File: src/rtl/counter_top_pkg.sv
// counter_top_pkg: control-bit indices and hex glyph table shared by counter_top and its decoder.
`default_nettype none

package counter_top_pkg;

  localparam int HOLD_B = 0;
  localparam int DOWN_B = 1;
  localparam int LOAD_B = 2;
  localparam int CLR_B  = 3;
  localparam int NSEL_B = 5;

  // Entry 15 is leftmost; segment bit0 = a, active high.
  localparam logic [15:0][6:0] SEG_LUT = {
    7'h71, 7'h79, 7'h5E, 7'h39, 7'h7C, 7'h77, 7'h6F, 7'h7F,
    7'h07, 7'h7D, 7'h6D, 7'h66, 7'h4F, 7'h5B, 7'h06, 7'h3F
  };

  function automatic logic [6:0] seg_lookup(input logic [3:0] digit);
    return SEG_LUT[digit];
  endfunction

endpackage

`default_nettype wire

File: src/rtl/counter_top_seg7.sv
// counter_top_seg7: combinational 4-bit hex digit to 7-segment (a..g, active high) decoder.
`default_nettype none

module counter_top_seg7
  import counter_top_pkg::*;
(
  input  logic [3:0] digit,
  output logic [6:0] seg
);

  assign seg = seg_lookup(digit);

endmodule

`default_nettype wire

File: src/rtl/counter_top.sv
// counter_top: 8-bit up/down counter with prescaler and wrap flag for the TinyTapeout user slot.
// Define COUNTER_TOP_SEVENSEG_EN to drive uo_out as a 7-segment digit plus wrap flag.
`default_nettype none

module counter_top
  import counter_top_pkg::*;
#(
  parameter int DIV = 1
) (
  input  logic       clk,
  input  logic       rst_n,
  input  logic       ena,
  input  logic [7:0] ui_in,
  input  logic [7:0] uio_in,
  output logic [7:0] uo_out,
  output logic [7:0] uio_out,
  output logic [7:0] uio_oe
);

  localparam logic [15:0] DIV_LAST = 16'(DIV - 1);

  logic [7:0]  count;
  logic [15:0] prescale;
  logic        wrap;
  logic [7:0]  count_next;
  logic        step_wraps;

  assign count_next = ui_in[DOWN_B] ? count - 8'd1 : count + 8'd1;
  assign step_wraps = ui_in[DOWN_B] ? (count == 8'h00) : (count == 8'hFF);

  always_ff @(posedge clk or negedge rst_n) begin
    if (!rst_n) begin
      count    <= 8'h00;
      prescale <= 16'h0000;
      wrap     <= 1'b0;
    end else if (ena) begin
      wrap <= 1'b0;
      if (ui_in[CLR_B]) begin
        count    <= 8'h00;
        prescale <= 16'h0000;
      end else if (ui_in[LOAD_B]) begin
        count    <= uio_in;
        prescale <= 16'h0000;
      end else if (!ui_in[HOLD_B]) begin
        if (prescale == DIV_LAST) begin
          prescale <= 16'h0000;
          count    <= count_next;
          wrap     <= step_wraps;
        end else begin
          prescale <= prescale + 16'd1;
        end
      end
    end
  end

  assign uio_out = 8'h00;
  assign uio_oe  = 8'h00;

`ifdef COUNTER_TOP_SEVENSEG_EN
  logic [3:0] digit;
  logic [6:0] seg;
  logic       unused_in;

  assign digit = ui_in[NSEL_B] ? count[7:4] : count[3:0];

  counter_top_seg7 u_seg7 (
    .digit (digit),
    .seg   (seg)
  );

  assign uo_out    = {wrap, seg};
  assign unused_in = ^{ui_in[7:6], ui_in[4]};
`else
  logic unused_in;

  assign uo_out    = count;
  // Flag and nibble select only reach the pins in the 7-segment build.
  assign unused_in = ^{ui_in[7:4], wrap};
`endif

endmodule

`default_nettype wire

File: config.mk
export PLATFORM = sky130hd
export DESIGN_NAME = counter_top
export DESIGN_NICKNAME = d
export VERILOG_FILES = /design/src/rtl/counter_top_pkg.sv /design/src/rtl/counter_top_seg7.sv /design/src/rtl/counter_top.sv
export SDC_FILE = /design/constraint.sdc
export NUM_CORES = 1
export LEC_CHECK = 0
export ABC_AREA = 1
export ABC_CLOCK_PERIOD_IN_PS = 1900
export CORE_MARGIN = 8
export CORE_UTILIZATION = 40
export DETAILED_ROUTE_END_ITERATION = 8
export PLACE_DENSITY_LB_ADDON = 0.3
export SYNTH_ARGS = -nofsm -noshare
export SYNTH_HDL_FRONTEND = slang
export SYNTH_SLANG_ARGS = --single-unit
File: constraint.sdc
create_clock -name clk -period 1.9 [get_ports clk]
set_input_delay 0.38 -clock clk [delete_from_list [all_inputs] [get_ports clk]]
set_output_delay 0.38 -clock clk [all_outputs]
set_load 0.03 [all_outputs]
* Yosys cells after proc, flatten, opt, wreduce, memory -nomap -nowiden
Index checks and enable logic that the tools add are counted.
W data, S select, Z words.
** Operators by class
- Add/sub/neg operators :: 3
- Multiply operators :: 0
- Div/mod/pow operators :: 0
- $lt $le $gt $ge :: 0
- Equal/unequal tests :: 1
- Shift operators :: 0
- Muxes and demuxes :: 9
- Bitwise gates (word level) :: 0
- Reduce and logical (&&, ||, !) cells :: 4
** Operator list (number)
- $mux W16 :: 4
- $mux W8 :: 5
- $add A16 B1 Y16 const B :: 1
- $logic_not A16 Y1 :: 1
- $add A8 B1 Y8 const B :: 1
- $sub A8 B1 Y8 const B :: 1
- $ne A3 B1 Y1 const B :: 1
- $reduce_and A3 Y1 :: 1
- $reduce_bool A3 Y1 :: 1
- $reduce_and A2 Y1 :: 1
** Word-level totals
- Register bits :: 24
- Latch bits :: 0
- Bits in writable memories :: 0
- ROM bits :: 0
- Bits of input ports :: 19
- Output and inout port bits :: 24
- Memories :: 0

* Longest topological paths before layout
Gate-level depths: netlist (run 1).
- Depth after elaboration :: 6
- Mapped depth :: 11

* Worst setup path after synthesis (run 1)
No wires, ideal clock.
- Path kind :: register to register
- Start :: register count[0] (netlist: uo_out[0])
- End :: register count[6] (netlist: uo_out[6])
- Library setup time :: 0.117 ns
- Data arrival time :: 1.553 ns
- Slack :: 0.230 ns
- Cell stages (with the launch flop) :: 11
- Clock period less this slack :: 1.670 ns
- Path through :: dfrtp_1 inv_1 fa_1 inv_1 nand2_1 nand2_1 nand4_1 nand3_1 nand3_1 nand2_1 nand2_1
** Between the ends
- Word-level cells in the longest chain between the ends :: 6
- Elaborated cells between the ends (all ways) :: 7
- Those cells by class :: add/sub: 2; mux: 5
** Ends and longest elaborated chain
- start, declared :: RTL line counter_top.sv:22 : logic [7:0] count;
- start signal, assigned :: RTL line counter_top.sv:42 : count <= uio_in;
- start signal, assigned :: RTL line counter_top.sv:47 : count <= count_next;
- $add A8 B1 Y8 or $sub A8 B1 Y8 (tied branches) :: RTL line counter_top.sv:28 : assign count_next = ui_in[DOWN_B] ? count - 8'd1 : count + 8'd1;
- $mux W8 * :: RTL line counter_top.sv:28
- $mux W8 * :: RTL line counter_top.sv:45 : if (prescale == DIV_LAST) begin
- $mux W8 * :: RTL line counter_top.sv:44 : end else if (!ui_in[HOLD_B]) begin
- $mux W8 * :: RTL line counter_top.sv:41 : end else if (ui_in[LOAD_B]) begin
- $mux W8 * :: RTL line counter_top.sv:38 : if (ui_in[CLR_B]) begin
Every way passes the cells marked *; elsewhere a longest branch is shown, timed or not. The select of a mux whose other input is x is not followed.
A chain may end at the register's enable or synchronous reset.

* Final worst setup path (run 1)
- Start :: register count[0] (netlist: uo_out[0])
- End :: output uo_out[0]
** RTL lines
- end, declared :: RTL line counter_top.sv:15 : output logic [7:0] uo_out,
No word-level cell between the ends.

==> results of run 1 <==
[cells in the final DEF (no fill, tap or decap), types with 2 or more instances in the layout]
cell / Yosys / final
nand4_1: 6 / 6
or2_2: 2 / 2
conb_1: 1 / 16
nand3_1: 12 / 12
xor2_1: 2 / 2
nand2_4: 2 / 2
nand2_1: 60 / 60
clkdlybuf4s50_1: 0 / 21
buf_4: 17 / 14
o21ai_1: 3 / 3
dfrtp_1: 24 / 24
inv_1: 31 / 31
nand3_2: 4 / 4
nor3_2: 5 / 5
nand2_2: 3 / 3
nor2_4: 4 / 4
o21ai_0: 10 / 10
o22ai_1: 2 / 2
nor2_1: 37 / 37
a21oi_1: 7 / 7
ha_1: 8 / 8
inv_2: 2 / 2
clkbuf_8: 0 / 3
[kinds of logic after synthesis]
kind of cell,Yosys count,synth area share
AND/OR/NAND/NOR,138,0.368
buffers and inverters,53,0.146
AO/OA/AOI/OAI,26,0.0840
flip-flops,24,0.325
adder cells (fa/ha/maj),9,0.0650
XOR/XNOR,2,0.00949
other,1,0.00203
[layout make-up]
| class | count | share of cell area |
|---|---|---|
| tap | 52 | 0.0290 |
| clock buffer | 3 | 0.0184 |
| multi-input combinational | 191 | 0.461 |
| sequential | 24 | 0.268 |
| timing repair buffer | 37 | 0.154 |
| clock inverter | 1 | 0.0134 |
| inverter | 34 | 0.0570 |
[metal layers]
layer | track usage | part of all wire
met2 | 0.196 | 0.46
met5 | 0 | 0
met4 | 0.0424 | 0.012
met3 | 0.0273 | 0.049
met1 | 0.143 | 0.48
[final timing paths]
kind | start | end | slack, ps | cells past startpoint
setup / recovery | uo_out[0] | uo_out[0] | 130 | 1
hold / removal | rst_n | prescale[13] | 460 | 2
setup reg to reg | uo_out[0] | uo_out[6] | 280 | 10
hold reg to reg | uo_out[5] | uo_out[5] | 520 | 2
max in group asynchronous | rst_n | uo_out[7] | 1190 | 2
min in group clk | uo_out[5] | uo_out[5] | 520 | 2
[power breakdown]
part	leakage, uW	total [uW]	internal, uW	switching (uW)
registers	0.000326	598	554	43.7
clock network	0.0000357	462	282	180
logic	0.000776	664	284	380
[flip-flops by register name, indices dropped and copies added, names as in the netlist]
signal,count
prescale,16
uo_out,8
[through the flow]
step	setup TNS [ps]	cells	hold WS, ps	util	area [sq um]
5_1_grt	0	342	485	0.508	2240
3_5_place_dp	-1570	338	508	0.492	2170
4_1_cts	0	342	471	0.508	2240
2_1_floorplan	0	268	84.4	-	1900
6_report	0	342	457	0.508	2240
3_3_place_gp	-1480	338	511	0.492	2170
[timing repair]
item | 4_1_cts | 5_1_grt
buffers inserted | 0 | 0
resized for setup | 1 | 0
setup endpoints to repair | 1 | 0
==> metrics.txt, run 1 <==
# TYPE chip_impl_metric gauge
chip_impl_metric{name="port_buffers",unit=""} 22
chip_impl_metric{name="report.final.slew_viol_count",unit=""} 0
chip_impl_metric{name="finalNetCount",unit=""} 319
chip_impl_metric{name="clk-insertion-delay-late",unit="ps"} 270
chip_impl_metric{name="maximum_number_of_pins_on_one_net_before_global_route_repair",unit=""} 25
chip_impl_metric{name="cts_htree_levels",unit=""} 1
chip_impl_metric{name="start_util",unit=""} 0.418
chip_impl_metric{name="global_route.overflow_total",unit=""} 0
chip_impl_metric{name="fillers",unit=""} 454
chip_impl_metric{name="cts_inserted_buffers",unit=""} 3
chip_impl_metric{name="min_period",unit="ps"} 1770
chip_impl_metric{name="die_width",unit="microns"} 83.9
chip_impl_info{name="crit_type",value="register to output port"} 1
chip_impl_metric{name="first_pass_grt_wire_length",unit="microns"} 7110
chip_impl_metric{name="post_drt_via_cell_ratio",unit=""} 4.75
chip_impl_metric{name="route.antenna.remaining_nets",unit=""} 0
chip_impl_metric{name="lkg_pwr",unit="uW"} 0.00114
chip_impl_metric{name="postRouteWirelength",unit="microns"} 4000
chip_impl_metric{name="io-pin-count",unit=""} 43
chip_impl_metric{name="antenna_cells_inserted",unit=""} 0
chip_impl_metric{name="layout-area-overhead-vs-synth",unit="%"} 21.3
chip_impl_metric{name="timing.max_cap.violations",unit=""} 0
chip_impl_metric{name="cts.sink_count",unit=""} 24
chip_impl_metric{name="cts.path.max_buffers",unit=""} 2
chip_impl_info{name="min-delay-path-class",value="input port to async pin"} 1
chip_impl_metric{name="ir_drop",unit="V"} 0.000289
chip_impl_metric{name="synth.top_cell.area_share",unit=""} 0.325
chip_impl_metric{name="synth_cell_types",unit=""} 32
chip_impl_metric{name="globalplace.congestion",unit=""} 0.845
chip_impl_info{name="endpoint_kind",value="output port"} 1
chip_impl_metric{name="remaining_drc_errors",unit=""} 0
chip_impl_metric{name="cp.buffers_inverters",unit=""} 1
chip_impl_metric{name="drt-initial-drc-count",unit=""} 70
chip_impl_metric{name="ys_seq_elements",unit=""} 24
chip_impl_metric{name="pre_cts_slack",unit="ps"} -326
chip_impl_info{name="outcome",value="complete, no violations"} 1
chip_impl_metric{name="clock_skew",unit="ps"} 7.02
chip_impl_metric{name="drive_gt1_frac",unit=""} 0.155
chip_impl_metric{name="route.vias.total",unit=""} 1624
chip_impl_metric{name="post_synth_inst_count",unit=""} 253
chip_impl_info{name="critical_path.slowest_cell",value="clkdlybuf4s50_1"} 1
chip_impl_metric{name="global_route.usage.total",unit=""} 0.118
chip_impl_metric{name="fp-row-count",unit=""} 24
chip_impl_metric{name="multi_input_area",unit="sq um"} 1030
chip_impl_metric{name="number_of_antenna_violations_at_the_first_check_in_global_routing",unit=""} 0
chip_impl_info{name="post_synth_most_frequent_cells",value="nand2_1 (60), nor2_1 (37), inv_1 (31), dfrtp_1 (24), buf_4 (17)"} 1
chip_impl_metric{name="synth-seq-area-share",unit=""} 0.325
chip_impl_info{name="worst_path_dominant_cell_family",value="buffers and inverters"} 1
chip_impl_metric{name="yosysWarnings",unit=""} 0
chip_impl_metric{name="async_reset_ff_frac",unit=""} 1.00
chip_impl_info{name="clock_tree.root_cell",value="clkbuf_8"} 1
chip_impl_metric{name="design.core.area",unit="sq um"} 4410
chip_impl_info{name="critical_path.cell_chain",value="clkdlybuf4s50_1"} 1
chip_impl_info{name="post-synth-top-count-cell",value="nand2_1"} 1
chip_impl_metric{name="drt-pass1-iter-count",unit=""} 4
chip_impl_metric{name="critical_path_peak_fanout",unit=""} 5
chip_impl_metric{name="cp.required",unit="ps"} 1520
chip_impl_metric{name="die-area",unit="sq um"} 7050
chip_impl_metric{name="post_cts_hold_buffer_count",unit=""} 0
chip_impl_metric{name="cellPowerDensity",unit="nW/um^2"} 769
chip_impl_info{name="start_kind",value="register"} 1
chip_impl_metric{name="period_utilization_post_route",unit=""} 0.934
chip_impl_metric{name="max_clock_freq",unit="GHz"} 0.563
chip_impl_metric{name="crit_arrival",unit="ps"} 1390
chip_impl_metric{name="hold_viol_final",unit=""} 0
chip_impl_metric{name="register_area",unit="sq um"} 601
chip_impl_info{name="clock_tree_from_tritoncts",value="yes"} 1
chip_impl_metric{name="fp.dieH",unit="microns"} 83.9
chip_impl_metric{name="finalSetupViolations",unit=""} 0
chip_impl_info{name="synth.top_cells.by_area",value="dfrtp_1 (33%), nand2_1 (12%), nor2_1 (7.5%)"} 1
chip_impl_metric{name="power",unit="uW"} 1720
chip_impl_metric{name="post-dp-hpwl",unit="microns"} 3110
chip_impl_metric{name="clk_pin_slew",unit="ps"} 100
chip_impl_metric{name="drt-wirelength-per-cell",unit="microns"} 11.7
chip_impl_metric{name="synth_enable_flop_cells",unit=""} 0
chip_impl_info{name="predominant_post_synthesis_flop_cell",value="dfrtp_1"} 1
chip_impl_info{name="netlist.top_cell.by_area",value="dfrtp_1"} 1
chip_impl_metric{name="first_global_vias",unit=""} 1569
chip_impl_metric{name="syn_area",unit="sq um"} 1850
chip_impl_metric{name="synth.avg_cell_area",unit="sq um"} 7.30
chip_impl_info{name="rsz0062_at_grt",value="no"} 1
chip_impl_metric{name="timing.critical_path.slowest_cell_delay",unit="ps"} 700
chip_impl_metric{name="setup_ws",unit="ps"} 125
Power figures use the tool's default switching activity.
==> run 2: changes to the inputs <==
--- a/config.mk
+++ b/config.mk
@@ -8,7 +8,7 @@
 export ABC_AREA = 1
 export ABC_CLOCK_PERIOD_IN_PS = 1900
 export CORE_MARGIN = 8
-export CORE_UTILIZATION = 40
+export CORE_UTILIZATION = 50
 export DETAILED_ROUTE_END_ITERATION = 8
 export PLACE_DENSITY_LB_ADDON = 0.3
 export SYNTH_ARGS = -nofsm -noshare
==> run 2 against run 1 <==
Effect of this change:
- non-clock buffer count is 4 higher
- fmax is 0.62% lower
- sequential share of layout area is 0.37 points lower
- setup slack worse by 11 ps
- register-to-register slack hardly changed
- global-route usage is 2.3 points higher
- critical path depth stayed put
- sequential cell count stayed put
- sequential power hardly changed
- core utilization is 12 points higher
- clock-buffer cell count stayed put
==> metrics.txt, run 2 (synthesized netlist as in run 1, its figures left out) <==
# TYPE chip_impl_metric gauge
chip_impl_info{name="outcome",value="complete, no violations"} 1
chip_impl_metric{name="fp-row-count",unit=""} 22
chip_impl_metric{name="timing.max_cap.violations",unit=""} 0
chip_impl_metric{name="clk-insertion-delay-late",unit="ps"} 270
chip_impl_metric{name="ir_drop",unit="V"} 0.000444
chip_impl_metric{name="cellPowerDensity",unit="nW/um^2"} 767
chip_impl_metric{name="p_seq_frac",unit=""} 0.343
chip_impl_metric{name="post_dp_cell_area",unit="sq um"} 2200
chip_impl_metric{name="lkg_pwr",unit="uW"} 0.00117
chip_impl_info{name="start_kind",value="register"} 1
chip_impl_metric{name="global_route.overflow_total",unit=""} 0
chip_impl_info{name="timing.rr.start",value="uo_out[0]"} 1
chip_impl_metric{name="report.final.slew_viol_count",unit=""} 0
chip_impl_info{name="timing.critical_path.from",value="uo_out[0]"} 1
chip_impl_metric{name="drive_gt1_frac",unit=""} 0.170
chip_impl_metric{name="cts_htree_levels",unit=""} 1
chip_impl_metric{name="finalSetupViolations",unit=""} 0
chip_impl_info{name="min-delay-path-class",value="input port to async pin"} 1
chip_impl_metric{name="p_int",unit="uW"} 1130
chip_impl_metric{name="clk_pin_slew",unit="ps"} 90
chip_impl_metric{name="finish.utilization",unit=""} 0.630
chip_impl_info{name="critical_path.cell_chain",value="clkdlybuf4s50_1"} 1
chip_impl_metric{name="finish.cell_count_without_fillers",unit=""} 342
chip_impl_metric{name="antenna_cells_inserted",unit=""} 0
chip_impl_info{name="critical_path.slowest_cell",value="clkdlybuf4s50_1"} 1
chip_impl_metric{name="critical_path_peak_fanout",unit=""} 5
chip_impl_metric{name="post-dp-hpwl",unit="microns"} 3160
chip_impl_metric{name="power",unit="uW"} 1740
chip_impl_metric{name="number_of_antenna_violations_at_the_first_check_in_global_routing",unit=""} 0
chip_impl_metric{name="p_sw",unit="uW"} 612
chip_impl_metric{name="first_global_vias",unit=""} 1595
chip_impl_metric{name="hold_viol_final",unit=""} 0
chip_impl_metric{name="fp.dieH",unit="microns"} 76.8
chip_impl_metric{name="global_route.usage.total",unit=""} 0.141
chip_impl_metric{name="first_pass_grt_wire_length",unit="microns"} 7080
chip_impl_info{name="clock_tree_from_tritoncts",value="yes"} 1
chip_impl_info{name="crit_type",value="register to output port"} 1
chip_impl_metric{name="power_switching_share",unit=""} 0.351
chip_impl_metric{name="timing.critical_path.slowest_cell_delay",unit="ps"} 700
chip_impl_metric{name="drt-initial-drc-count",unit=""} 65
chip_impl_metric{name="gate_power_share",unit=""} 0.394
chip_impl_metric{name="port_buffers",unit=""} 22
chip_impl_metric{name="start_util",unit=""} 0.512
chip_impl_metric{name="cp.required",unit="ps"} 1520
chip_impl_metric{name="clock_skew",unit="ps"} 5.35
chip_impl_metric{name="route.antenna.remaining_nets",unit=""} 0
chip_impl_info{name="regMostFlops",value="prescale"} 1
chip_impl_info{name="worst_path_dominant_cell_family",value="buffers and inverters"} 1
chip_impl_metric{name="crit_arrival",unit="ps"} 1410
chip_impl_metric{name="cts_setup_buffers",unit=""} 0
chip_impl_metric{name="finalNetCount",unit=""} 323
chip_impl_metric{name="route.vias.total",unit=""} 1632
chip_impl_metric{name="globalplace.congestion",unit=""} 0.807
chip_impl_metric{name="period_utilization_post_route",unit=""} 0.940
chip_impl_metric{name="drt-pass1-iter-count",unit=""} 4
chip_impl_metric{name="drt-wirelength-per-cell",unit="microns"} 11.8
chip_impl_info{name="clock_tree.root_cell",value="clkbuf_8"} 1
chip_impl_metric{name="largest_reg_flops",unit=""} 16
chip_impl_info{name="mostFrequentLayoutCells",value="nand2_1 (59), nor2_1 (37), inv_1 (31)"} 1
chip_impl_metric{name="maximum_number_of_pins_on_one_net_before_global_route_repair",unit=""} 25
chip_impl_metric{name="die-area",unit="sq um"} 5890
chip_impl_info{name="endpoint_kind",value="output port"} 1
chip_impl_metric{name="cts.path.max_buffers",unit=""} 2
chip_impl_metric{name="cp.buffers_inverters",unit=""} 1
chip_impl_info{name="rsz0062_at_grt",value="no"} 1
chip_impl_metric{name="post_route_standard_cell_area_excluding_fillers",unit="sq um"} 2270
chip_impl_metric{name="cts.sink_count",unit=""} 24
chip_impl_metric{name="postRouteWirelength",unit="microns"} 4050
chip_impl_info{name="most_common_cell_after_layout_fill_and_taps_aside",value="nand2_1"} 1
chip_impl_metric{name="remaining_drc_errors",unit=""} 0
chip_impl_metric{name="min_period",unit="ps"} 1790
chip_impl_metric{name="max_clock_freq",unit="GHz"} 0.560
chip_impl_metric{name="clock_network_fraction_of_design_power",unit=""} 0.264
chip_impl_metric{name="dpl.cell_count",unit=""} 338
chip_impl_metric{name="cts_inserted_buffers",unit=""} 3
chip_impl_metric{name="io-pin-count",unit=""} 43
chip_impl_metric{name="post_cts_hold_buffer_count",unit=""} 0
chip_impl_metric{name="layout-area-overhead-vs-synth",unit="%"} 23.0
chip_impl_metric{name="post_drt_via_cell_ratio",unit=""} 4.77
chip_impl_metric{name="die_width",unit="microns"} 76.8
chip_impl_metric{name="design.core.area",unit="sq um"} 3610
run 2: cell types whose count changed in the layout (fill, tap and decap cells not counted), sizes merged:
cell,before,now
dlygate4sd2,1,0
buf,15,19
dlymetal6s2s,0,1
run 2: worst register-to-register path, stage by stage, from the launching register on:
cell and delay [ps]:
dfrtp_1 430, inv_1 80, fa_1 430, inv_1 70
nand2_1 40, nand2_1 90, nand4_1 100, nand3_1 90
nand3_1 70, nand2_1 70, nand2_1 40
run 2: power by group through the flow:
stage                     clock, uW  sequential (uW)  combinational (uW)
after floorplan                   0              667                 385
after global placement            0              608                 667
after detailed placement          0              608                 678
after CTS                       463              599                 687
after global routing            482              606                 757
final                           460              597                 686
run 2: final cells by class:
type	instances	area [sq um]
sequential	24	601
clock buffer	3	41.3
multi-input combinational	191	1030
fill	332	1330
timing repair buffer	41	378
tap	48	60.1
clock inverter	1	30.0
inverter	34	128
run 2: timing repair:
action                                  in CTS  in global routing
gates resized for setup                      0                  2
hold endpoints to repair                     0                  0
endpoints found under the setup margin       0                  5
run 2: stage by stage:
stage          setup TNS, ps  hold WS (ps)  worst slack (ps)
3_3_place_gp           -1060           501              -224
3_5_place_dp           -1180           509              -235
4_1_cts                    0           472              27.1
5_1_grt                    0           498              53.9
2_1_floorplan              0          84.4               230
6_report                   0           455               114
run 2: layer usage:
metal,vias to the layer above,global-route usage,part of all wire
li1,853,-,-
met5,-,0,0
met2,31,0.251,0.49
met1,741,0.164,0.46
met4,0,0.0462,0.015
met3,7,0.0268,0.039
run 2: final timing paths:
check | slack [ps] | end | cells past startpoint
setup / recovery | 110 | uo_out[0] | 1
hold / removal | 450 | prescale[8] | 2
setup reg to reg | 290 | uo_out[6] | 10
hold reg to reg | 530 | uo_out[6] | 2
max in group asynchronous | 1200 | uo_out[2] | 2
min in group clk | 530 | uo_out[6] | 2
==> run 3: changes to the inputs <==
--- a/config.mk
+++ b/config.mk
@@ -7,7 +7,6 @@
 export LEC_CHECK = 0
 export ABC_AREA = 1
 export ABC_CLOCK_PERIOD_IN_PS = 1900
-export CORE_MARGIN = 8
 export CORE_UTILIZATION = 50
 export DETAILED_ROUTE_END_ITERATION = 8
 export PLACE_DENSITY_LB_ADDON = 0.3
==> run 3 against run 2 <==
Effect of this change:
- non-clock buffer count decreased by 3
- die area fell by 33%
- total power is 7.7% lower
- first-iteration DRC count rose by 32%
- global-route usage increased by 6.6 points
- critical path depth did not move
- clock skew increased by 0.65 ps
- via count fell by 3.5%
- sequential share of layout area is 0.56 points higher
==> metrics.txt, run 3 (synthesized netlist as in run 1, its figures left out) <==
# TYPE chip_impl_metric gauge
chip_impl_info{name="outcome",value="complete, no violations"} 1
chip_impl_metric{name="finalSetupViolations",unit=""} 0
chip_impl_metric{name="setup_ws",unit="ps"} 132
chip_impl_info{name="regMostFlops",value="prescale"} 1
chip_impl_metric{name="period_utilization_post_route",unit=""} 0.931
chip_impl_metric{name="cp.required",unit="ps"} 1520
chip_impl_metric{name="clk-insertion-delay-late",unit="ps"} 270
chip_impl_metric{name="critical_path_peak_fanout",unit=""} 5
chip_impl_metric{name="cts_htree_levels",unit=""} 1
chip_impl_metric{name="globalplace.congestion",unit=""} 0.908
chip_impl_metric{name="hold_viol_final",unit=""} 0
chip_impl_metric{name="cts.sink_count",unit=""} 24
chip_impl_metric{name="cts_inserted_buffers",unit=""} 3
chip_impl_metric{name="ir_drop",unit="V"} 0.000357
chip_impl_metric{name="clock_skew",unit="ps"} 6.00
chip_impl_metric{name="fillers",unit=""} 314
chip_impl_info{name="clock_tree_from_tritoncts",value="yes"} 1
chip_impl_metric{name="maximum_number_of_pins_on_one_net_before_global_route_repair",unit=""} 25
chip_impl_info{name="critical_path.cell_chain",value="clkdlybuf4s50_1"} 1
chip_impl_metric{name="postRouteWirelength",unit="microns"} 3610
chip_impl_metric{name="io-pin-count",unit=""} 43
chip_impl_metric{name="drive_gt1_frac",unit=""} 0.158
chip_impl_info{name="start_kind",value="register"} 1
chip_impl_metric{name="route.vias.total",unit=""} 1575
chip_impl_metric{name="layout-area-overhead-vs-synth",unit="%"} 20.5
chip_impl_metric{name="timing.max_cap.violations",unit=""} 0
chip_impl_metric{name="pre_cts_slack",unit="ps"} -287
chip_impl_metric{name="route.antenna.remaining_nets",unit=""} 0
chip_impl_metric{name="finalNetCount",unit=""} 320
chip_impl_metric{name="lkg_pwr",unit="uW"} 0.00114
chip_impl_metric{name="max_clock_freq",unit="GHz"} 0.566
chip_impl_metric{name="drt-pass1-iter-count",unit=""} 4
chip_impl_metric{name="die-area",unit="sq um"} 3940
chip_impl_metric{name="finalSetupTns",unit="ps"} 0
chip_impl_metric{name="timing.critical_path.slowest_cell_delay",unit="ps"} 700
chip_impl_metric{name="first_global_vias",unit=""} 1455
chip_impl_metric{name="antenna_cells_inserted",unit=""} 0
chip_impl_info{name="rsz0062_at_grt",value="no"} 1
chip_impl_metric{name="report.final.slew_viol_count",unit=""} 0
chip_impl_metric{name="finalHoldWorstSlack",unit="ps"} 467
chip_impl_info{name="critical_path.slowest_cell",value="clkdlybuf4s50_1"} 1
chip_impl_metric{name="post-dp-hpwl",unit="microns"} 2760
chip_impl_info{name="timing.rr.start",value="uo_out[2]"} 1
chip_impl_metric{name="cts.path.max_buffers",unit=""} 2
chip_impl_metric{name="remaining_drc_errors",unit=""} 0
chip_impl_metric{name="drt-wirelength-per-cell",unit="microns"} 10.7
chip_impl_metric{name="r2r_slack",unit="ps"} 310
chip_impl_metric{name="min_period",unit="ps"} 1770
chip_impl_metric{name="cellPowerDensity",unit="nW/um^2"} 723
chip_impl_info{name="crit-reg2reg-capture",value="uo_out[5]"} 1
chip_impl_metric{name="global_route.usage.total",unit=""} 0.207
chip_impl_info{name="min-delay-path-class",value="input port to async pin"} 1
chip_impl_metric{name="fp.dieH",unit="microns"} 62.8
chip_impl_metric{name="crit_arrival",unit="ps"} 1390
chip_impl_metric{name="die_width",unit="microns"} 62.8
chip_impl_metric{name="clk_pin_slew",unit="ps"} 90
chip_impl_metric{name="design.core.area",unit="sq um"} 3440
chip_impl_info{name="endpoint_kind",value="output port"} 1
chip_impl_info{name="mostFrequentLayoutCells",value="nand2_1 (60), nor2_1 (37), inv_1 (31)"} 1
chip_impl_metric{name="port_buffers",unit=""} 22
chip_impl_metric{name="start_util",unit=""} 0.537
chip_impl_info{name="crit_type",value="register to output port"} 1
chip_impl_metric{name="post_cts_hold_buffer_count",unit=""} 0
chip_impl_metric{name="worst-r2r-cell-count",unit=""} 8
chip_impl_metric{name="post_drt_via_cell_ratio",unit=""} 4.67
chip_impl_metric{name="first_pass_grt_wire_length",unit="microns"} 6450
chip_impl_info{name="clock_tree.root_cell",value="clkbuf_8"} 1
chip_impl_metric{name="number_of_antenna_violations_at_the_first_check_in_global_routing",unit=""} 0
chip_impl_metric{name="global_route.overflow_total",unit=""} 0
chip_impl_info{name="worst_path_dominant_cell_family",value="buffers and inverters"} 1
chip_impl_metric{name="cp.buffers_inverters",unit=""} 1
chip_impl_metric{name="largest_reg_flops",unit=""} 16
chip_impl_metric{name="fp-row-count",unit=""} 21
chip_impl_metric{name="drt-initial-drc-count",unit=""} 86
chip_impl_info{name="most_common_cell_after_layout_fill_and_taps_aside",value="nand2_1"} 1
## run 3: cell count changes in the layout (fill, tap and decap cells not counted)
cell            previous run  this run
bufinv_16                  1         0
dlymetal6s2s_1             1         0
buf_4                     18        15
dlygate4sd2_1              0         1
clkbuf_8                   3         4
nand2_2                    4         3
nand2_1                   59        60
## run 3: metrics by stage
step | utilization | cell area (sq um) | cells | power, uW
2_1_floorplan | - | 1900 | 268 | 1050
3_3_place_gp | 0.631 | 2170 | 333 | 1260
3_5_place_dp | 0.631 | 2170 | 333 | 1270
4_1_cts | 0.646 | 2220 | 337 | 1630
5_1_grt | 0.646 | 2220 | 337 | 1740
6_report | 0.646 | 2220 | 337 | 1610
## run 3: worst max-delay path by stage
stage / endpoint / slack, ps / cells past startpoint / start
4_1_cts: uo_out[0] / 120 / 1 / uo_out[0]
5_1_grt: uo_out[0] / 70 / 1 / uo_out[0]
3_5_place_dp: uo_out[6] / -290 / 11 / ui_in[1]
3_3_place_gp: uo_out[6] / -260 / 11 / ui_in[1]
2_1_floorplan: uo_out[6] / 230 / 10 / uo_out[0]
6_report: uo_out[0] / 130 / 1 / uo_out[0]
## run 3: timing repair
| action | CTS | global route |
|---|---|---|
| resized for setup | 1 | 0 |
| setup endpoints to repair | 1 | 0 |
| setup buffers | 0 | 0 |
## run 3: final cells by class
| type | instances | area [sq um] | share of cell area |
|---|---|---|---|
| flip-flops and latches | 24 | 601 | 0.270 |
| well taps | 46 | 57.6 | 0.0259 |
| multi-input cells | 191 | 1030 | 0.464 |
| repair buffers | 38 | 352 | 0.158 |
| clock buffers | 4 | 55.1 | 0.0247 |
| inverters | 34 | 128 | 0.0574 |
## run 3: power breakdown
part | internal, uW | switching (uW) | leakage [uW]
combinational | 285 | 379 | 0.000781
sequential | 554 | 42.3 | 0.000326
clock | 185 | 163 | 0.0000288
## run 3: metal layers
metal  global-route usage  up-vias  wire, microns
met3               0.0474        4            155
met5                    0        -              0
li1                     -      846              -
met4               0.0436        0             17
met1                0.282      686           1800
met2                0.333       39           1630
